===== config.mk =====
export PLATFORM = sky130hd
export DESIGN_NAME = clk_div_multi_flat
export DESIGN_NICKNAME = d
export VERILOG_FILES = /design/src/rtl/clk_div_pkg.sv /design/src/rtl/clk_div_multi_if.sv /design/src/rtl/clk_div_chan.sv /design/src/rtl/clk_div_multi.sv /design/src/flat_wrapper.sv
export SDC_FILE = /design/constraint.sdc
export NUM_CORES = 1
export LEC_CHECK = 0
export CAP_MARGIN = 10
export CELL_PAD_IN_SITES_DETAIL_PLACEMENT = 1
export CELL_PAD_IN_SITES_GLOBAL_PLACEMENT = 2
export CORE_MARGIN = 1
export CORE_UTILIZATION = 35
export DETAILED_ROUTE_END_ITERATION = 10
export PLACE_DENSITY_LB_ADDON = 0.1
export SYNTH_ARGS = -nofsm -noshare
export SYNTH_HDL_FRONTEND = slang
export SYNTH_SLANG_ARGS = --single-unit

===== constraint.sdc =====
create_clock -name clk -period 5.4 [get_ports clk]
set_input_delay 1.08 -clock clk [delete_from_list [all_inputs] [get_ports clk]]
set_output_delay 1.08 -clock clk [all_outputs]
set_load 0.01 [all_outputs]

===== src/rtl/clk_div_pkg.sv =====
// rtl/clk_div_pkg.sv - shared defaults and widths for the multi-channel clock divider
package clk_div_pkg;
  localparam int   CNT_W_DEF    = 16;
  localparam int   DEF_HALF_DEF = 50;
  localparam logic IDLE_LVL_DEF = 1'b1;
  localparam int   CH_IDX_W     = 3;
endpackage


===== src/rtl/clk_div_multi_if.sv =====
// rtl/clk_div_multi_if.sv - enable, configuration and divided-clock signal bundle
interface clk_div_multi_if
  import clk_div_pkg::*;
#(
  parameter int NUM_CH = 2,
  parameter int CNT_W  = CNT_W_DEF
);
  logic [NUM_CH-1:0]   ch_en;
  logic                cfg_wr;
  logic [CH_IDX_W-1:0] cfg_ch;
  logic [CNT_W-1:0]    cfg_half;
  logic                cfg_err;
  logic [NUM_CH-1:0]   cfg_pend;
  logic [NUM_CH-1:0]   clk_out;
  logic [NUM_CH-1:0]   tick_rise;

  modport master (
    output ch_en, cfg_wr, cfg_ch, cfg_half,
    input  cfg_err, cfg_pend, clk_out, tick_rise
  );

  modport slave (
    input  ch_en, cfg_wr, cfg_ch, cfg_half,
    output cfg_err, cfg_pend, clk_out, tick_rise
  );
endinterface


===== src/rtl/clk_div_chan.sv =====
// rtl/clk_div_chan.sv - one divider channel: half-period counter, pending/active half, toggle
module clk_div_chan #(
  parameter int   CNT_W    = 16,
  parameter int   DEF_HALF = 50,
  parameter logic IDLE_LVL = 1'b1
) (
  input  logic             clk,
  input  logic             rst,
  input  logic             en,
  input  logic             wr,
  input  logic [CNT_W-1:0] wr_half,
  output logic             clk_out,
  output logic             tick_rise,
  output logic             pend
);
  logic [CNT_W-1:0] cnt;
  logic [CNT_W-1:0] active_half;
  logic [CNT_W-1:0] pending;
  logic             boundary;
  logic             apply;

  // active_half is never zero, so the subtraction cannot wrap
  assign boundary = (cnt == active_half - CNT_W'(1));
  // a pending value lands only where it cannot cut a half-period short
  assign apply    = pend & (~en | boundary);

  // counter, output toggle, rising tick and pending-to-active hand-over
  always_ff @(posedge clk or posedge rst) begin
    if (rst) begin
      cnt         <= '0;
      active_half <= CNT_W'(DEF_HALF);
      pending     <= '0;
      pend        <= 1'b0;
      clk_out     <= IDLE_LVL;
      tick_rise   <= 1'b0;
    end else begin
      tick_rise <= 1'b0;
      if (en) begin
        if (boundary) begin
          cnt       <= '0;
          clk_out   <= ~clk_out;
          tick_rise <= ~clk_out;
        end else begin
          cnt <= cnt + CNT_W'(1);
        end
      end else begin
        cnt     <= '0;
        clk_out <= IDLE_LVL;
      end
      // the old pending value is consumed even when a new write lands in the same cycle
      if (apply) begin
        active_half <= pending;
      end
      if (wr) begin
        pending <= wr_half;
        pend    <= 1'b1;
      end else if (apply) begin
        pend <= 1'b0;
      end
    end
  end
endmodule


===== src/rtl/clk_div_multi.sv =====
// rtl/clk_div_multi.sv - multi-channel clock divider top: write decode, error pulse, channel array
module clk_div_multi
  import clk_div_pkg::*;
#(
  parameter int   NUM_CH   = 2,
  parameter int   CNT_W    = CNT_W_DEF,
  parameter int   DEF_HALF = DEF_HALF_DEF,
  parameter logic IDLE_LVL = IDLE_LVL_DEF
) (
  input  logic            clk,
  input  logic            rst,
  clk_div_multi_if.slave  bus
);
  localparam int IDX_W1 = CH_IDX_W + 1;

  logic              ch_ok;
  logic              half_ok;
  logic              wr_ok;
  logic              err_q;
  logic [NUM_CH-1:0] out_v;
  logic [NUM_CH-1:0] tick_v;
  logic [NUM_CH-1:0] pend_v;

  assign ch_ok   = ({1'b0, bus.cfg_ch} < IDX_W1'(NUM_CH));
  assign half_ok = (bus.cfg_half != '0);
  assign wr_ok   = bus.cfg_wr & ch_ok & half_ok;

  // rejected writes change nothing and only raise a one-cycle error pulse
  always_ff @(posedge clk or posedge rst) begin
    if (rst) begin
      err_q <= 1'b0;
    end else begin
      err_q <= bus.cfg_wr & ~(ch_ok & half_ok);
    end
  end

  for (genvar i = 0; i < NUM_CH; i++) begin : g_ch
    clk_div_chan #(
      .CNT_W    (CNT_W),
      .DEF_HALF (DEF_HALF),
      .IDLE_LVL (IDLE_LVL)
    ) u_chan (
      .clk       (clk),
      .rst       (rst),
      .en        (bus.ch_en[i]),
      .wr        (wr_ok & (bus.cfg_ch == CH_IDX_W'(i))),
      .wr_half   (bus.cfg_half),
      .clk_out   (out_v[i]),
      .tick_rise (tick_v[i]),
      .pend      (pend_v[i])
    );
  end

  assign bus.cfg_err   = err_q;
  assign bus.clk_out   = out_v;
  assign bus.tick_rise = tick_v;
  assign bus.cfg_pend  = pend_v;
endmodule

===== src/flat_wrapper.sv =====
// flat-port wrapper written by rule: the top's interface ports become plain ports
module clk_div_multi_flat import clk_div_pkg::*;
#(
  parameter int   NUM_CH   = 2,
  parameter int   CNT_W    = CNT_W_DEF,
  parameter int   DEF_HALF = DEF_HALF_DEF,
  parameter logic IDLE_LVL = IDLE_LVL_DEF
)
  (clk, rst, bus_ch_en, bus_cfg_wr, bus_cfg_ch, bus_cfg_half, bus_cfg_err, bus_cfg_pend, bus_clk_out, bus_tick_rise);
  clk_div_multi_if #(.NUM_CH(NUM_CH), .CNT_W(CNT_W)) bus_i ();
  input  logic clk;
  input  logic rst;
  input wire logic [$bits(bus_i.ch_en)-1:0] bus_ch_en;
  input wire logic [$bits(bus_i.cfg_wr)-1:0] bus_cfg_wr;
  input wire logic [$bits(bus_i.cfg_ch)-1:0] bus_cfg_ch;
  input wire logic [$bits(bus_i.cfg_half)-1:0] bus_cfg_half;
  output wire logic [$bits(bus_i.cfg_err)-1:0] bus_cfg_err;
  output wire logic [$bits(bus_i.cfg_pend)-1:0] bus_cfg_pend;
  output wire logic [$bits(bus_i.clk_out)-1:0] bus_clk_out;
  output wire logic [$bits(bus_i.tick_rise)-1:0] bus_tick_rise;
  assign bus_i.ch_en = bus_ch_en;
  assign bus_i.cfg_wr = bus_cfg_wr;
  assign bus_i.cfg_ch = bus_cfg_ch;
  assign bus_i.cfg_half = bus_cfg_half;
  assign bus_cfg_err = bus_i.cfg_err;
  assign bus_cfg_pend = bus_i.cfg_pend;
  assign bus_clk_out = bus_i.clk_out;
  assign bus_tick_rise = bus_i.tick_rise;
  clk_div_multi #(.NUM_CH(NUM_CH), .CNT_W(CNT_W), .DEF_HALF(DEF_HALF), .IDLE_LVL(IDLE_LVL)) u_core (.clk(clk), .rst(rst), .bus(bus_i));
endmodule

==> qor.csv <==
metric;value;unit
clock_sinks;103;
route.detailed.drc;0;
p_comb_frac;0.271;
numPlacedInstances;696;
power.clock.fraction;0.271;
die_h;126.9;um
switching_share;0.3300;
gp_congestion;0.7670;
clk_pin_slew;70;ps
dp_slack;1456;ps
port_buffers;30;
core.rowCount;45;
p_leak;2.625;nW
grt_pass1_wl;22140;um
hold_violations;0;
die_x;126.9;um
numCtsBuffers;9;
drive_gt1_frac;0.1546;
netlist_instances;503;
peakVddDrop;202.0;uV
async_reset_ff_frac;1.000;
cts-resized-gates;0;
required;5630;ps
synth_top_area_frac;0.4357;
grt_usage;0.1786;
arrival;3900;ps
yosysTopAreaCell;dfrtp_1;
drv_slew;0;
maxSlewHeadroom;0.3971;
worst_pin_slew;901.6;ps
critPathLaunchType;flop;
setup_viol;0;
syn_area;5456;um2
htree_num_levels;3;
post_cts_buffers;0;
dr_total_vias;3812;
power.density;398.3;nW/um2
ys_seq_elements;103;
status;finished clean;
start_util;0.3589;
cts_tree;built;
worstSkewPairLatency;350;ps
area_growth;13.18;%
switching_power;0.0008117;W
path_class;flop to flop;
grt_max_degree;63;
cts_root_buf;clkbuf_16;
wirelength;13160;um
n_antenna_cell;0;
drt_iter0_drc;108;
syn_avg_cell_area;10.85;um2
cts_max_path_buffers;2;
layout_commonest_cell;dfrtp_1;
stdcell_count;712;
pwr-share-seq;0.459;
core_area;15200;um2
fin_nets;547;
hpwl;9776;um
hold_class;flop to flop;
finClkSkew;5.598;ps
cp_max_fo;16;
final_cell_mix;95 x dfrtp_1, 47 x nor2_1, 34 x mux2_2;
first_global_vias;4106;
layout_min_cycle_time;3670;ps
grt_remaining_overflow;0;
whs;490.9;ps
fp.dieArea;16090;um2
cts_hold_buf;0;
dr.pass1.iters;4;
synth-edff-count;0;
routedWlPerCell;18.48;um
synth-seq-area-share;0.4742;
grt_setup_unrepaired;no;
synth_area_leaders;dfrtp_1 44%, mux2_2 7.0%, xor2_1 5.3%;
boundaryPins;31;
ant_nets;0;
fmax;272.5;MHz
antenna_found_initial;0;
setup_slack;1730;ps
ys_types;60;
ys_warn_count;0;
ys.flop_type;dfrtp_1;
syn-num-nets;531;
period_share;0.6797;
cap_violations;0;
intPower;0.001648;W
setup_tns;0;ps
vias_per_cell;5.354;
cp-end-kind;flop;
## cell type report
cell class | instances | area, um2
clock inverter | 5 | 57.56
fill | 1642 | 9026
timing repair buffer | 33 | 322.8
multi-input combinational | 358 | 2675
tap | 188 | 235.2
sequential | 103 | 2587
clock buffer | 11 | 242.7
inverter | 14 | 55.05
## worst paths after layout
path	to	start	cells past startpoint	slack [ps]
setup / recovery	u_core.g_ch[0].u_chan.active_half[15]	u_core.g_ch[0].u_chan.active_half[0]	9	1730
hold / removal	u_core.g_ch[0].u_chan.active_half[8]	u_core.g_ch[0].u_chan.pending[8]	1	490
setup reg to reg	u_core.g_ch[0].u_chan.active_half[15]	u_core.g_ch[0].u_chan.active_half[0]	9	1730
hold reg to reg	u_core.g_ch[0].u_chan.active_half[8]	u_core.g_ch[0].u_chan.pending[8]	1	490
max in group asynchronous	u_core.g_ch[0].u_chan.active_half[13]	rst	3	3090
min in group asynchronous	u_core.g_ch[1].u_chan.pending[3]	rst	2	1230
## critical path, stage by stage, from the launching register on
cell and delay (ps):
dfrtp_1 450, inv_1 90, ha_1 200, nor4b_2 480
nand4b_1 310, or4_1 590, o211ai_1 180, o2111ai_2 310
a21oi_4 560, mux2_1 380
## power groups by stage
stage | combinational [W] | clock (W) | sequential [W]
final | 0.000665 | 0.000666 | 0.00113
after global routing | 0.000742 | 0.000716 | 0.00116
after CTS | 0.000678 | 0.000691 | 0.00113
after detailed placement | 0.000672 | 0 | 0.00115
after global placement | 0.000651 | 0 | 0.00114
after floorplan | 0.000553 | 0 | 0.00106
## registers in the layout (all words and copies together) (netlist names)
register	cells
u_core.g_ch.u_chan.tick_rise	2
u_core.bus.cfg_err	1
u_core.g_ch.u_chan.pend	2
u_core.g_ch.u_chan.cnt	32
u_core.g_ch.u_chan.active_half	32
u_core.g_ch.u_chan.clk_out	2
u_core.g_ch.u_chan.pending	32
## cells in the mapped netlist (2+ instances only)
cell       count
nor2_1        47
mux2_2        34
nor4_2         2
nor2b_1        2
nand3_1       21
ha_1           4
a21oi_1        8
o21ai_0        7
nor3_1        10
and2_1         2
nand4_1        9
buf_4          6
clkbuf_1      14
inv_1         14
and3_1         9
mux2i_1        2
a31o_1         8
nand3b_1       6
nand2b_1       9
nor3b_1        5
or2_2          2
o31ai_1        3
xor2_1        33
o2111ai_1      2
o211a_1       17
dfrtp_1       95
dfstp_2        8
xnor2_1       28
nand2_1       21
or4_1          4
buf_2          5
mux2_1        16
or3_1          5
buf_1          2
nor4_1        10
a31o_2         9
## per-stage QoR
step	power [W]	utilization	area [um2]
2_1_floorplan	0.001611	-	5456
3_3_place_gp	0.001793	0.3865	5876
3_5_place_dp	0.001818	0.3865	5876
4_1_cts	0.002501	0.4063	6176
5_1_grt	0.002620	0.4063	6176
6_report	0.002460	0.4063	6176
## per-layer routing
layer,wire length [um],track usage,up-vias
li1,-,-,1830
met1,5632,0.2079,1950
met2,7153,0.3332,21
met3,225,0.03585,11
met4,146,0.04482,0
met5,0,0,-
## kinds of logic after synthesis
| kind of cell | count (synthesis) | share of synthesized area |
|---|---|---|
| DFF | 103 | 0.4742 |
| adders and majority gates | 4 | 0.009173 |
| xor gates and xnor gates | 61 | 0.09791 |
| AOI/OAI and AO/OA | 71 | 0.1096 |
| muxes | 52 | 0.1069 |
| buffers and inverters | 42 | 0.03554 |
| and+or+nand+nor | 170 | 0.1667 |
(Power assumes the default switching activity.)
